### config.mk
export PLATFORM = sky130hd
export DESIGN_NAME = ifetch_seq
export DESIGN_NICKNAME = d
export VERILOG_FILES = /design/src/rtl/ifetch_seq.sv
export SDC_FILE = /design/constraint.sdc
export NUM_CORES = 1
export LEC_CHECK = 0
export ABC_AREA = 0
export BUFFER_PORTS_ARGS = -buffer_cell sky130_fd_sc_hd__buf_2
export CAP_MARGIN = 10
export CORE_MARGIN = 2
export CORE_UTILIZATION = 41
export CTS_BUF_LIST = sky130_fd_sc_hd__clkbuf_8
export CTS_CLUSTER_SIZE = 12
export DETAILED_ROUTE_END_ITERATION = 6
export GPL_ROUTABILITY_DRIVEN = 0
export PLACE_DENSITY = 0.81
export SLEW_MARGIN = 10
export SYNTH_ARGS = -nofsm -noshare
export SYNTH_HDL_FRONTEND = slang
export SYNTH_SLANG_ARGS = --single-unit
export TNS_END_PERCENT = 50
### constraint.sdc
create_clock -name clk -period 3.8 [get_ports clk]
set_input_delay 0.19 -clock clk [delete_from_list [all_inputs] [get_ports clk]]
set_output_delay 0.19 -clock clk [all_outputs]
set_load 0.005 [all_outputs]
### src/rtl/ifetch_seq.sv
// Instruction-fetch sequencer: owns the PC, selects next PC, fills the IF/ID register.
// Optional misaligned-redirect fault enabled by defining IFETCH_ALIGN_CHECK_EN.
module ifetch_seq #(
    parameter logic [31:0] RESET_PC = 32'h0000_0000,
    parameter int unsigned IM_BYTES = 4096
) (
    input  logic        clk,
    input  logic        rst_n,
    input  logic        stall,
    input  logic        br_taken,
    input  logic [15:0] br_offset,
    input  logic        jump,
    input  logic [25:0] jump_target,
    input  logic        jr,
    input  logic [31:0] jr_addr,
    input  logic [31:0] im_instr,
    output logic [31:0] im_addr,
    output logic [31:0] pc,
    output logic [31:0] ifid_instr,
    output logic [31:0] ifid_pc4,
    output logic        ifid_valid,
    output logic        fault
);

    typedef enum logic [1:0] {
        S_BOOT  = 2'd0,
        S_RUN   = 2'd1,
        S_FLUSH = 2'd2,
        S_HALT  = 2'd3
    } state_t;

    localparam logic [31:0] IM_LIMIT = 32'(IM_BYTES);

    state_t      state_q, state_d;
    logic [31:0] pc_q, pc_d;
    logic [31:0] ifid_instr_q, ifid_instr_d;
    logic [31:0] ifid_pc4_q, ifid_pc4_d;
    logic        ifid_valid_q, ifid_valid_d;
    logic        fault_q, fault_d;

    logic [31:0] pc_plus4_s;
    logic [31:0] br_target_s;
    logic [31:0] jmp_target_s;
    logic [31:0] jr_target_s;
    logic [31:0] redir_target_s;
    logic        redirect_s;
    logic        misalign_s;
    logic        out_of_range_s;

    function automatic logic [31:0] sel_target(
        input logic        f_jr,
        input logic        f_jump,
        input logic [31:0] t_jr,
        input logic [31:0] t_jump,
        input logic [31:0] t_br
    );
        logic [31:0] t;
        if (f_jr) begin
            t = t_jr;
        end else if (f_jump) begin
            t = t_jump;
        end else begin
            t = t_br;
        end
        return t;
    endfunction

    // Candidate redirect targets and range/alignment qualifiers on the current pc
    always_comb begin
        pc_plus4_s     = pc_q + 32'd4;
        br_target_s    = pc_plus4_s + {{14{br_offset[15]}}, br_offset, 2'b00};
        jmp_target_s   = {pc_plus4_s[31:28], jump_target, 2'b00};
`ifdef IFETCH_ALIGN_CHECK_EN
        jr_target_s    = jr_addr;
`else
        jr_target_s    = jr_addr & 32'hFFFF_FFFC;
`endif
        redirect_s     = jr | jump | br_taken;
        redir_target_s = sel_target(jr, jump, jr_target_s, jmp_target_s, br_target_s);
`ifdef IFETCH_ALIGN_CHECK_EN
        misalign_s     = (redir_target_s[1:0] != 2'b00);
`else
        misalign_s     = 1'b0;
`endif
        out_of_range_s = (pc_q >= IM_LIMIT);
    end

    // Next-state, next-PC and IF/ID selection
    always_comb begin
        state_d      = state_q;
        pc_d         = pc_q;
        ifid_instr_d = ifid_instr_q;
        ifid_pc4_d   = ifid_pc4_q;
        ifid_valid_d = ifid_valid_q;
        fault_d      = fault_q;
        case (state_q)
            S_BOOT: begin
                ifid_valid_d = 1'b0;
                state_d      = S_RUN;
            end
            S_RUN: begin
                // Range fault outranks redirects and stall; the word is dropped.
                if (out_of_range_s || (redirect_s && misalign_s)) begin
                    fault_d      = 1'b1;
                    ifid_valid_d = 1'b0;
                    state_d      = S_HALT;
                end else if (redirect_s) begin
                    pc_d         = redir_target_s;
                    ifid_instr_d = 32'h0000_0000;
                    ifid_valid_d = 1'b0;
                    state_d      = S_FLUSH;
                end else if (stall) begin
                    pc_d         = pc_q;
                    ifid_valid_d = ifid_valid_q;
                end else begin
                    pc_d         = pc_plus4_s;
                    ifid_instr_d = im_instr;
                    ifid_pc4_d   = pc_plus4_s;
                    ifid_valid_d = 1'b1;
                end
            end
            S_FLUSH: begin
                // pc holds here so the redirect target is fetched on the next RUN cycle.
                if (out_of_range_s) begin
                    fault_d      = 1'b1;
                    ifid_valid_d = 1'b0;
                    state_d      = S_HALT;
                end else begin
                    ifid_instr_d = 32'h0000_0000;
                    ifid_valid_d = 1'b0;
                    state_d      = S_RUN;
                end
            end
            S_HALT: begin
                ifid_valid_d = 1'b0;
                state_d      = S_HALT;
            end
            default: begin
                fault_d      = 1'b1;
                ifid_valid_d = 1'b0;
                state_d      = S_HALT;
            end
        endcase
    end

    // State, PC and IF/ID registers
    always_ff @(posedge clk or negedge rst_n) begin
        if (!rst_n) begin
            state_q      <= S_BOOT;
            pc_q         <= RESET_PC;
            ifid_instr_q <= 32'h0000_0000;
            ifid_pc4_q   <= 32'h0000_0000;
            ifid_valid_q <= 1'b0;
            fault_q      <= 1'b0;
        end else begin
            state_q      <= state_d;
            pc_q         <= pc_d;
            ifid_instr_q <= ifid_instr_d;
            ifid_pc4_q   <= ifid_pc4_d;
            ifid_valid_q <= ifid_valid_d;
            fault_q      <= fault_d;
        end
    end

    assign im_addr    = pc_q;
    assign pc         = pc_q;
    assign ifid_instr = ifid_instr_q;
    assign ifid_pc4   = ifid_pc4_q;
    assign ifid_valid = ifid_valid_q;
    assign fault      = fault_q;

endmodule

## Yosys cells after proc, flatten, opt, wreduce, memory -nomap -nowiden

Index checks and enable logic that the tools add are counted.

- Add/sub/neg operators: 2
- $lt $le $gt $ge: 1
- Eq/ne operators: 9
- Muxes and demuxes: 17
- Bitwise operators: 5
- Reductions and logical operators: 8

Operators with widths:

| kind | count |
|---|---|
| $mux 32 | 8 |
| $pmux 32 s2 | 1 |
| $add 32x3->32 const B | 1 |
| $add 32x32->32 | 1 |
| $ge 32x13->1 const B | 1 |
| $pmux 2 s4 | 1 |
| $reduce_and 4->1 | 2 |
| $mux 2 | 3 |
| $ne 3x3->1 const B | 2 |
| $eq 2x2->1 const B | 2 |
| $ne 2x2->1 const B | 2 |
| $ne 4x4->1 const B | 1 |
| $mux 1 | 3 |
| $not 1->1 | 3 |
| $reduce_and 3->1 | 1 |
| $reduce_or 3->1 | 1 |
| $eq 2x1->1 const B | 1 |
| $logic_not 2->1 | 1 |
| $ne 2x1->1 const B | 1 |
| $or 1x1->1 | 2 |
| $pmux 1 s2 | 1 |
| $reduce_and 2->1 | 1 |
| $reduce_bool 2->1 | 1 |
| $reduce_or 2->1 | 1 |

- Register bits after elaboration: 100
- Bits of input ports: 112

## Longest topological paths before layout

- Depth after elaboration: 5
- Gate-level depth with buffers: 17

## Worst setup path before layout

Ideal clock, no wire load.

- Kind: reg-to-reg
- Start: register pc_q[2], in the netlist im_addr[2]
- End: register pc_q[31], in the netlist im_addr[31]
- Setup time: 0.086 ns
- Data arrival time: 3.665 ns
- Setup slack: 0.050 ns
- Stages on the path, launching flop included: 18
- Path buffers: 0
- Clock period less this slack: 3.750 ns
- Path through: dfrtp_1 -> ha_1 -> nand2_1 -> or2_1 -> or3_1 -> nor2_1 -> nand3_1 -> xnor2_1 -> ha_1 -> a21oi_1 -> nor2b_1 -> o21a_1 -> or3_1 -> o21a_2 -> o221ai_2 -> xor2_1 -> a311o_1 -> a32oi_1

- Longest elaborated chain between the ends: 5
- Elaborated cells between the ends (all ways): 9
- Classes of those cells: add/sub: 2; order compare: 1; mux: 4; bitwise: 1; reduce/logical: 1

Ends and longest elaborated chain:

| what | RTL line | source |
|---|---|---|
| start: declaration | 35 | `logic [31:0] pc_q, pc_d;` |
| start signal: assignment | 157 | `pc_q <= pc_d;` |
| $add 32x3->32 | 70 | `pc_plus4_s = pc_q + 32'd4;` |
| via pc_plus4_s[24] | 41 | `logic [31:0] pc_plus4_s;` |
| $add 32x32->32 | 71 | `br_target_s = pc_plus4_s + {{14{br_offset[15]}}, br_offset, 2'b00};` |
| $mux 32 | 60 | `end else if (f_jump) begin` |
| $mux 32 | 58 | `if (f_jr) begin` |
| $mux 32 | 107 | `end else if (redirect_s) begin` |

The timed path passes the listed nets, and every way through them passes these cells. The select of a mux whose other input is x is not followed.
A chain may end at the register's enable or synchronous reset.

## Worst setup path after layout

- Start: register pc_q[2], in the netlist im_addr[2]
- End: register pc_q[29], in the netlist im_addr[29]

Same word-level chain as after synthesis.

==> metrics <==
Core Area 16500 um^2; Worst R2R Path Depth 17; worst-skew pair later-pin latency 0.38 ns; Chip Height 133 um; final count of hold timing violations 0; CTS clk-pin slew, worst paths 0.12 ns; overall die width 133 um; wire per inst 17.0 um; MaxCap Viol Count 0; Clock Path Buffers 2; Starting DRT DRC Count 492; max_slew headroom 34.2%; cell taking the most area after synthesis dfrtp_1; final instance area 8610 um^2; Hold/Removal Path Class in -> reg; initial antenna violation count 0; Yosys cell types 76; most common cell in the netlist nand2_1; Tcrit/Tclk final 100%; crit end category register; Worst-Margin Slew 0.987 ns; Setup WS post-layout -0.00571 ns; htree depth 3; status finished, violations left; # port buffers 233; worst endpoint required time 4.07 ns; row count 47; drt total wl 21.3 mm; first-pass detailed-route iteration total 6; Top delay family on crit path compound AO/OA/AOI/OAI gates; ys flop type dfrtp_1; max incr delay on CP 0.38 ns; nets 1182; Ys Warns 0; DR vias/cell 5.41; DRT antenna net count 0; commonest cells in the netlist 127 x nand2_1, 96 x dfrtp_1, 72 x o21ai_0; pin count of the biggest net entering global routing 76; HPWL after detailed placement 15.3 mm; number of flops mapped to enable cells by yosys 0; vias in the first global route 6512; unrepaired setup endpoints after global routing true; Critical Path Start Type register; clk_skew 0.0122 ns; Inserted Diodes 0; Setup violations, final 1; fill count 1556; CTS Buf Count 9; Placement Cell Area 8140 um^2; WS Path Type reg -> reg; gr ovfl total 0; ys async rst share 100%; Reg area 2400 um^2; failing checks setup timing; Slowest cell on crit path dfrtp_1; P per Cell Area 358 nW/um^2; synthesis-to-layout area growth 25.7%; DRC Markers 0; CP Max Fanout 4; final slew viol count 0; share of cells above drive strength 1 36.3%; FF+latch count, synth 96; Max VDD drop 0.219 mV; GRT Total Usage 22.9%; WP data arrival 4.08 ns; TritonCTS clock tree done; post-synth top area share 35.1%; CP Depth 17; Overall Power 3080 uW; hold path cells 3; Avg Inst Size Synth 8.71 um^2; Top-Level Pins 242; R2R setup slack -0.006 ns; Num Clock Sinks 96; Tmin final 3.81 ns; Leak 0.00437 uW; Die ar. 17700 um^2; CTS root buf clkbuf_8; Synth Cell Area 6850 um^2; Synth area leaders dfrtp_1 35%, ha_1 7.9%, nand2_1 7.0%; fmax 263 MHz; routed via count 6772; CP bufs+invs 0; sequential share of the synthesized area 35.1%; critical path cell sequence ha_1, nand2_1, or2_1, or3_4, nor2_4, nand2_1, xnor2_1, ha_1, nand2_2, o21ai_4, o211ai_2, a221oi_2, a21oi_2, o21ai_2, a311oi_2, xnor2_1, a311o_1; area of the multi-input gates 4040 um^2; Starting Density 41.6%; first-pass GRT wire length 32.3 mm; Mapped Cells 786
-- cells by family (layout without fill, tap and decap cells) --
family          count (synthesis)  after routing  share of synthesized area (%)
simple gates                  274            274                           18.6
flops                          96             96                           35.1
fa+ha+maj                      44             44                           8.15
buf+inv                        86            326                           8.01
xor+xnor                       50             50                           6.40
mux                            19             19                           3.02
compound gates                216            216                           20.7
other cells                     1              6                         0.0548
-- power by group --
group          leakage [uW]  internal, uW  switching (uW)
clock             0.0000977           261             441
combinational       0.00300           453             672
sequential          0.00127          1160            90.0
-- registers in the layout, indices dropped and copies added (netlist names) --
register and cells:
ifid_pc4 30, im_addr 30, ifid_instr 32, state_q 2, fault 1, ifid_valid 1
-- worst min-delay path: stages --
cell and delay [ns]:
buf_2 0.09, nand2_1 0.04, o21ai_0 0.06
-- area by class of cell --
cell class	count	share of cell area (%)
Multi-Input combinational cell	609	47.0
Sequential cell	96	27.9
Timing Repair Buffer	294	19.0
Tap cell	220	3.20
Clock buffer	9	1.44
Clock inverter	7	0.814
Inverter	16	0.698
-- metrics by stage --
stage                     utilization (%)  hold slack [ns]  std cells   TNS, ns  setup WS [ns]
final                                52.3           0.0333       1251  -0.00571       -0.00571
after global routing                 52.3          0.00803       1251    -0.672         -0.195
after CTS                            50.9          0.00166       1234         0         0.0210
after detailed placement             49.4            0.409       1215   -0.0805        -0.0445
after global placement               49.4            0.402       1215         0         0.0451
after floorplan                         -           -0.106        791         0         0.0496
-- layer usage --
layer | share of wire (%) | wire length (um) | vias to the layer above | GRT usage [%]
met1 | 42 | 8960 | 3205 | 29.1
met2 | 49 | 10400 | 297 | 38.8
li1 | - | - | 3219 | -
met3 | 6.2 | 1330 | 51 | 3.54
met4 | 3.0 | 632 | 0 | 9.75
met5 | 0 | 0 | - | 0
-- path summary, 6_finish.rpt --
| check | startpoint | endpoint |
|---|---|---|
| max | im_addr[2]$_DFFE_PN0P_ | im_addr[29]$_DFFE_PN0P_ |
| min | im_instr[12] | ifid_instr[12]$_DFFE_PN0P_ |
| max reg2reg | im_addr[2]$_DFFE_PN0P_ | im_addr[29]$_DFFE_PN0P_ |
| min reg2reg | fault$_DFFE_PN0P_ | fault$_DFFE_PN0P_ |
| max in group asynchronous | rst_n | ifid_instr[26]$_DFFE_PN0P_ |
| min in group asynchronous | rst_n | ifid_pc4[28]$_DFFE_PN0P_ |
-- what timing repair did --
item	4_1_cts	5_1_grt
hold buffers	3	0
hold endpoints to repair	67	0
setup endpoints to repair	4	10
gates resized for setup	5	27
pin swaps	3	21
setup buffers	0	17
-- layout by cell type, fill, tap and decap left out, types with 8 or more instances in the layout --
cell type | netlist | final
ha_1 | 43 | 41
buf_4 | 36 | 59
clkbuf_8 | 5 | 9
nor2_1 | 43 | 39
xnor2_1 | 34 | 34
nor2b_1 | 24 | 23
xor2_1 | 16 | 16
inv_1 | 15 | 15
mux2_2 | 13 | 13
a21oi_1 | 43 | 37
nor3_1 | 12 | 10
nand2_1 | 127 | 125
buf_2 | 3 | 232
nor4_1 | 9 | 8
a21oi_2 | 4 | 10
nand3_1 | 23 | 23
a21o_1 | 11 | 11
o21ai_0 | 72 | 69
dfrtp_1 | 96 | 96
Power figures use the tool's default switching activity.
